`config.mk`:
```
export PLATFORM = sky130hd
export DESIGN_NAME = serial_add_seq
export DESIGN_NICKNAME = d
export VERILOG_FILES = /design/src/rtl/serial_add_seq.sv
export SDC_FILE = /design/constraint.sdc
export NUM_CORES = 1
export LEC_CHECK = 0
export ABC_AREA = 1
export ABC_CLOCK_PERIOD_IN_PS = 2000
export CORE_MARGIN = 3
export CORE_UTILIZATION = 51
export CTS_BUF_LIST = sky130_fd_sc_hd__clkbuf_8
export DETAILED_ROUTE_END_ITERATION = 16
export PLACE_DENSITY = 0.81
export SYNTH_ARGS = -nofsm -noshare
export SYNTH_HDL_FRONTEND = slang
export SYNTH_SLANG_ARGS = --single-unit
```
`constraint.sdc`:
```
create_clock -name clk -period 2 [get_ports clk]
set_clock_uncertainty 0.15 [all_clocks]
set_input_delay 0.4 -clock clk [delete_from_list [all_inputs] [get_ports clk]]
set_output_delay 0.4 -clock clk [all_outputs]
set_load 0.01 [all_outputs]
```
`src/rtl/serial_add_seq.sv`:
```
// Bit-serial adder sequencer: drives one operand bit pair per cycle into an external
// registered full adder and assembles the result. Optional overflow flag: SERIAL_ADD_OVF_EN.
module serial_add_seq #(
  parameter int WIDTH = 8
) (
  input  logic             clk,
  input  logic             rstn,
  input  logic             in_valid,
  output logic             in_ready,
  input  logic [WIDTH-1:0] in_a,
  input  logic [WIDTH-1:0] in_b,
  input  logic             in_cin,
  output logic             fa_a,
  output logic             fa_b,
  output logic             fa_ci,
  input  logic             fa_s,
  input  logic             fa_co,
  output logic             out_valid,
  input  logic             out_ready,
  output logic [WIDTH-1:0] out_sum,
  output logic             out_cout
`ifdef SERIAL_ADD_OVF_EN
  ,
  output logic             out_ovf
`endif
);

  localparam int CNT_W = (WIDTH > 1) ? $clog2(WIDTH) : 1;
  localparam logic [CNT_W-1:0] CNT_LAST = CNT_W'(WIDTH - 1);

  typedef enum logic [1:0] {
    IDLE  = 2'd0,
    RUN   = 2'd1,
    DRAIN = 2'd2,
    DONE  = 2'd3
  } state_t;

  state_t           state_q, state_d;
  logic [CNT_W-1:0] cnt_q, cnt_d;
  logic [WIDTH-1:0] a_q, a_d;
  logic [WIDTH-1:0] b_q, b_d;
  logic             cin_q, cin_d;
  logic [WIDTH-1:0] sum_q, sum_d;
  logic             cout_q, cout_d;
`ifdef SERIAL_ADD_OVF_EN
  logic             cmsb_q, cmsb_d;
  logic             ovf_q, ovf_d;
`endif

  // The adder returns bit k's sum/carry one cycle after bit k is driven, so the
  // capture index lags the drive index by one and the last bit lands in DRAIN.
  always_comb begin
    state_d   = state_q;
    cnt_d     = cnt_q;
    a_d       = a_q;
    b_d       = b_q;
    cin_d     = cin_q;
    sum_d     = sum_q;
    cout_d    = cout_q;
`ifdef SERIAL_ADD_OVF_EN
    cmsb_d    = cmsb_q;
    ovf_d     = ovf_q;
`endif
    in_ready  = 1'b0;
    out_valid = 1'b0;
    fa_a      = 1'b0;
    fa_b      = 1'b0;
    fa_ci     = 1'b0;

    case (state_q)
      IDLE: begin
        in_ready = 1'b1;
        if (in_valid) begin
          a_d     = in_a;
          b_d     = in_b;
          cin_d   = in_cin;
          cnt_d   = '0;
          state_d = RUN;
        end
      end

      RUN: begin
        fa_a  = a_q[cnt_q];
        fa_b  = b_q[cnt_q];
        fa_ci = (cnt_q == '0) ? cin_q : fa_co;
        if (cnt_q != '0) begin
          sum_d[cnt_q - 1'b1] = fa_s;
        end
        if (cnt_q == CNT_LAST) begin
          state_d = DRAIN;
`ifdef SERIAL_ADD_OVF_EN
          // Carry returned here is the carry out of bit WIDTH-2, i.e. into the MSB.
          cmsb_d  = fa_co;
`endif
        end else begin
          cnt_d = cnt_q + 1'b1;
        end
      end

      DRAIN: begin
        sum_d[WIDTH-1] = fa_s;
        cout_d         = fa_co;
`ifdef SERIAL_ADD_OVF_EN
        ovf_d          = cmsb_q ^ fa_co;
`endif
        state_d        = DONE;
      end

      DONE: begin
        out_valid = 1'b1;
        if (out_ready) begin
          cnt_d   = '0;
          state_d = IDLE;
        end
      end

      default: begin
        state_d = IDLE;
        cnt_d   = '0;
      end
    endcase
  end

  always_ff @(posedge clk or negedge rstn) begin
    if (!rstn) begin
      state_q <= IDLE;
      cnt_q   <= '0;
      sum_q   <= '0;
      cout_q  <= 1'b0;
`ifdef SERIAL_ADD_OVF_EN
      cmsb_q  <= 1'b0;
      ovf_q   <= 1'b0;
`endif
    end else begin
      state_q <= state_d;
      cnt_q   <= cnt_d;
      sum_q   <= sum_d;
      cout_q  <= cout_d;
`ifdef SERIAL_ADD_OVF_EN
      cmsb_q  <= cmsb_d;
      ovf_q   <= ovf_d;
`endif
    end
  end

  // Operand holding registers are only read in RUN after an accept has loaded them.
  always_ff @(posedge clk) begin
    a_q   <= a_d;
    b_q   <= b_d;
    cin_q <= cin_d;
  end

  assign out_sum  = sum_q;
  assign out_cout = cout_q;
`ifdef SERIAL_ADD_OVF_EN
  assign out_ovf  = ovf_q;
`endif

  a_ready_valid_excl: assert property (@(posedge clk) disable iff (!rstn)
    !(in_ready && out_valid));

  a_fa_quiet: assert property (@(posedge clk) disable iff (!rstn)
    (state_q != RUN) |-> !(fa_a || fa_b || fa_ci));

  a_cnt_range: assert property (@(posedge clk) disable iff (!rstn)
    cnt_q <= CNT_LAST);

endmodule

```
## Word level (Yosys, flattened, before mapping)

Cells that the tools add are included.

| word-level totals | value |
|---|---|
| logic and storage cells | 56 |
| memory bits (writable) | 0 |
| latch bits | 0 |
| memories kept | 0 |
| flip-flop bits (word level) | 31 |
| bits in read-only memories | 0 |
| output and inout bits | 14 |
| bits of input ports | 23 |

| operators by class | value |
|---|---|
| multipliers | 0 |
| add/sub/neg operators | 2 |
| equality and inequality tests | 9 |
| reduce and logical (&&, ||, !) cells | 11 |
| multiplexer cells | 23 |
| div/mod/pow operators | 0 |
| bitwise logic cells | 0 |
| shifts and indexed selects | 0 |
| magnitude comparators | 3 |

Operators by type and width:

| kind | number |
|---|---|
| inequality test 2 bit, second input constant | 5 |
| 2-to-1 mux 1 bit | 9 |
| 2-to-1 mux 3 bit | 3 |
| case mux 3 bit (3 select lines) | 1 |
| bitwise mux 8 bit | 1 |
| less-than comparator 3 x 4 -> 1 bit, second input constant | 2 |
| 2-to-1 mux 8 bit | 1 |
| case mux 2 bit (4 select lines) | 1 |
| binary-select mux 1 bit (select 3 bit) | 2 |
| 2-to-1 mux 2 bit | 3 |
| AND reduction 2 bit | 3 |
| nonzero test 3 bit | 2 |
| equality test 2 bit, second input constant | 2 |
| AND reduction 4 bit | 1 |
| adder 3 x 1 -> 3 bit, second input constant | 1 |
| demux 1 bit (select 3 bit) | 1 |
| equality test 3 bit, second input constant | 1 |
| greater-or-equal comparator 3 x 1 -> 1 bit, second input constant | 1 |
| logical NOT 3 bit | 1 |
| AND reduction 3 bit | 1 |
| subtractor 3 x 1 -> 3 bit, second input constant | 1 |
| equality test 2 x 1 -> 1 bit, second input constant | 1 |
| logical NOT 2 bit | 1 |
| case mux 1 bit (2 select lines) | 1 |
| 2 further kinds | 2 |

## Longest topological paths before layout

| depth | value |
|---|---|
| depth after elaboration | 8 |
| depth in mapped cells | 10 |
| gate-level depth less buffers | 9 |

## Worst setup path before layout

OpenSTA, ideal clock, no wires.

| timing | value |
|---|---|
| path type | register to output |
| start | reg cnt_q[0] |
| end | out fa_ci |
| buffers on the path | 0 |
| arrival | 1.201 ns |
| data required time | 1.450 ns |
| cell stages (with the launch flop) | 6 |
| setup slack | 0.249 ns |
| cell sequence | dfrtp_1 > bufinv_16 > ha_1 > nand2_4 > nand2_1 > a21oi_1 |

| between the ends | value |
|---|---|
| word-level cells in the longest chain between the ends | 3 |

RTL lines:

| what | line | source |
|---|---|---|
| start, declared | 39 | `logic [CNT_W-1:0] cnt_q, cnt_d;` |
| start signal, assigned | 136 | `cnt_q <= cnt_d;` |
| logical NOT 3 bit | 85 | `fa_ci = (cnt_q == '0) ? cin_q : fa_co;` |
| 2-to-1 mux 1 bit | 85 |  |
| 2-to-1 mux 1 bit | 70 | `case (state_q)` |
| end, declared | 15 | `output logic fa_ci,` |

No other way between the ends.

## Final worst setup path

| timing | value |
|---|---|
| start | reg cnt_q[0] |
| end | out fa_a |

| between the ends | value |
|---|---|
| word-level cells in the longest chain between the ends | 3 |

RTL lines:

| what | line | source |
|---|---|---|
| binary-select mux 1 bit (select 3 bit) | 83 | `fa_a = a_q[cnt_q];` |
| 2-to-1 mux 1 bit (not written as such) | 83 |  |
| 2-to-1 mux 1 bit | 70 |  |
| end, declared | 13 | `output logic fa_a,` |

No other way between the ends. The select of a mux whose other input is x is not followed.

==> results.toml <==
[die]
die_width_um = 61.5
initial_cell_density_of_the_core_pct = 55.1
rows = 19
floorplan.die.height_um = 61.5
core-area_um2 = 2850
design.die.area_um2 = 3780
io_pins = 37

[logic_synthesis]
ys_seq_elements = 31
synthSimpleGateAreaFrac_pct = 22.5
synth.avg_cell_area_um2 = 9.08
synth.mux.area_fraction_pct = 0.717
synth_top_family_by_area = "simple AND/OR/NAND/NOR gates"
yosysWarnings = 0
yosysSeqAreaShare_pct = 54.8
post_synth_xor_area_fraction_pct = 0
synthesis.area_um2 = 1570
synth_cell_type_count = 19
synth_adder_area_share_pct = 7.17
mappedNetlistNets = 205
synth-compound-area-share_pct = 5.73
synthesized_instance_count = 173

[clocking]
cts_htree_levels = 2
clkLatencyLatePin_ns = 0.28
clk_pin_slew_worst_paths_ns = 0.06
cts_tree = "built"
total_number_of_clock_tree_sinks = 31
number_of_buffers_inserted_during_clock_tree_synthesis = 5
cts_setup_buffers = 0
cts-root-to-sink-buffers = 2
clock-root-buffer = "sky130_fd_sc_hd__clkbuf_8"
cts-hold-fix-buffers = 0

[power_and_ir_drop]
powerDensity_nw_per_um2 = 1430
vdd_ir_drop_max_mv = 0.947
p_leak_nw = 1.04

[critical_path]
crit_arrival_ns = 1.52
crit_path_max_incr_delay_ns = 0.41
critical_path_class = "reg2out"
r2r_start = "cnt_q[0]"
crit_path_end_kind = "output pin"
startpoint_type = "register"
crit_path_cell_trace = "bufinv_16 > buf_12 > nand2_2 > nand3_2 > nand3_2 > nand2_2 > nor2_1 > buf_2"
required_ns = 1.45
largest_fanout_on_the_critical_path = 5
timing.critical_path.from = "cnt_q[0]"
worst_path_max_delay_cell = "sky130_fd_sc_hd__dfrtp_1"

[sta]
post-route-period-util_pct = 103
finalSetupViolations = 3
fmax_ghz = 0.483
relSlewSlack_pct = 56.4
finalSetupTns_ns = -0.180
final.setup.worst_slack_ns = -0.0690
finalWorstPathRequiredPeriod_ns = 2.07
finalMaxSlewViolations = 0
grt_setup_unrepaired = "true"
tightest_slew_ns = 0.651
final-hold-violation-count = 0

[route]
drt_pre_antenna_iters = 4
postRouteAntennaNets = 0
vias = 1377
drt_iter0_drc = 55
detail_route.drc_violations = 0
wire_per_inst_um = 14.0
totalWireLength_um = 3670
vias_per_cell = 5.28

[placement]
dp.final_hpwl_um = 2530
placed_area_um2 = 2080
globalplace.congestion = 0.865
post-place-cells = 253
io_buffers = 36

[outcome]
status = "finished, violations left"
violated_checks = "setup timing"

[global_route]
grt_start_max_net_pins = 18
antenna_found_initial = 0
overflow = 0
vias_in_the_first_global_route = 1361
grtUsageTotal_pct = 21.0
first_pass_grt_wire_length_um = 5570

[layout]
final_nets = 261
layout_common_cells = "sky130_fd_sc_hd__nand2_1 (53), sky130_fd_sc_hd__clkdlybuf4s50_1 (31), sky130_fd_sc_hd__inv_1 (23)"
area_delta_synth_final_pct = 42.8
drive_gt1_share_pct = 21.3
layout.cells.most_common = "sky130_fd_sc_hd__nand2_1"
num_antenna_cells = 0
stdcell_count = 261
final.fill_count = 175
layout.cell_area.non_filler_um2 = 2240

[worst_hold_path]
hold_crit_class = "reg2reg"
hold_path.startpoint = "out_sum[5]"

[flow_run]
maxCapViolations = 0
## sequential cells by signal, summed over array words and instances, names as in the netlist
register and cells:
a_q 8, b_q 8, out_sum 8, cnt_q 3, state_q 2, cin_q 1, out_cout 1
## layer usage
layer  vias up  wire [um]  GRT usage, %
li1        654          -             -
met1       649       1300          20.9
met2        60       2020          38.0
met3        14        219          5.66
met4         0        123          13.3
met5         -          0             0
## kinds of logic after synthesis
group / Yosys count
compound gates: 18
simple gates: 86
flops: 31
buf+inv: 28
mux: 1
fa+ha+maj: 9
## synth_stat cells
| cell type | number | area (um2) |
|---|---|---|
| sky130_fd_sc_hd__nand2_1 | 59 | 221 |
| sky130_fd_sc_hd__buf_6 | 1 | 11.3 |
| sky130_fd_sc_hd__bufinv_16 | 1 | 30.0 |
| sky130_fd_sc_hd__nand2_2 | 2 | 12.5 |
| sky130_fd_sc_hd__clkinv_1 | 1 | 3.75 |
| sky130_fd_sc_hd__ha_1 | 9 | 113 |
| sky130_fd_sc_hd__dfrtp_1 | 14 | 350 |
| sky130_fd_sc_hd__a21oi_1 | 3 | 15.0 |
| sky130_fd_sc_hd__nor2_1 | 14 | 52.6 |
| sky130_fd_sc_hd__o21ai_0 | 8 | 40.0 |
| sky130_fd_sc_hd__mux2_2 | 1 | 11.3 |
| sky130_fd_sc_hd__inv_2 | 1 | 3.75 |
| sky130_fd_sc_hd__nand3_1 | 9 | 45.0 |
| sky130_fd_sc_hd__inv_1 | 23 | 86.3 |
| sky130_fd_sc_hd__nor2_4 | 1 | 11.3 |
| sky130_fd_sc_hd__o21ai_1 | 7 | 35.0 |
| sky130_fd_sc_hd__nand2_4 | 1 | 11.3 |
| sky130_fd_sc_hd__edfxtp_1 | 17 | 510 |
| sky130_fd_sc_hd__buf_4 | 1 | 7.51 |
## cell type report
class / instances / area (um2) / area share [%]
well taps: 31 / 38.8 / 1.73
repair buffers: 51 / 475 / 21.2
multi-input cells: 114 / 638 / 28.4
flip-flops and latches: 31 / 861 / 38.4
inverters: 26 / 124 / 5.52
clock inverters: 3 / 38.8 / 1.73
clock buffers: 5 / 68.8 / 3.07
## metrics by stage
step	hold slack, ns	setup WS, ns	power (mW)	util (%)
floorplan	-0.0456	0.249	1.84	-
global placement	0.322	-0.151	2.44	72.8
detailed placement	0.328	-0.171	2.52	72.8
CTS	0.343	-0.0668	3.10	76.0
global route	0.370	-0.145	3.45	78.7
finish	0.340	-0.0690	3.22	78.7
## repair_timing
item,4_1_cts,5_1_grt
endpoints found under the hold margin,0,0
gates resized for setup,14,21
pin swaps,2,5
setup endpoints to repair,5,4
## worst max-delay path, delay by kind of cell (launching register included)
kind / cells / cell delay, ns
buf+inv: 3 / 0.47
flops: 1 / 0.41
simple gates: 5 / 0.35
## worst paths after layout
kind / cells after the start / slack, ns / endpoint
setup / recovery: 8 / -0.07 / fa_a
hold / removal: 2 / 0.34 / out_sum[5]
setup reg to reg: 8 / 0.12 / out_sum[7]
hold reg to reg: 2 / 0.34 / out_sum[5]
max in group asynchronous: 1 / 0.91 / cnt_q[1]
min in group asynchronous: 1 / 0.37 / out_sum[4]
## power by group
group / internal [mW] / switching (mW) / leakage, nW / total (mW)
clock: 0.364 / 0.222 / 0.0556 / 0.586
combinational: 0.770 / 0.882 / 0.668 / 1.65
sequential: 0.883 / 0.0941 / 0.315 / 0.977
total: 2.02 / 1.20 / 1.04 / 3.22
Power figures use the tool's default switching activity.
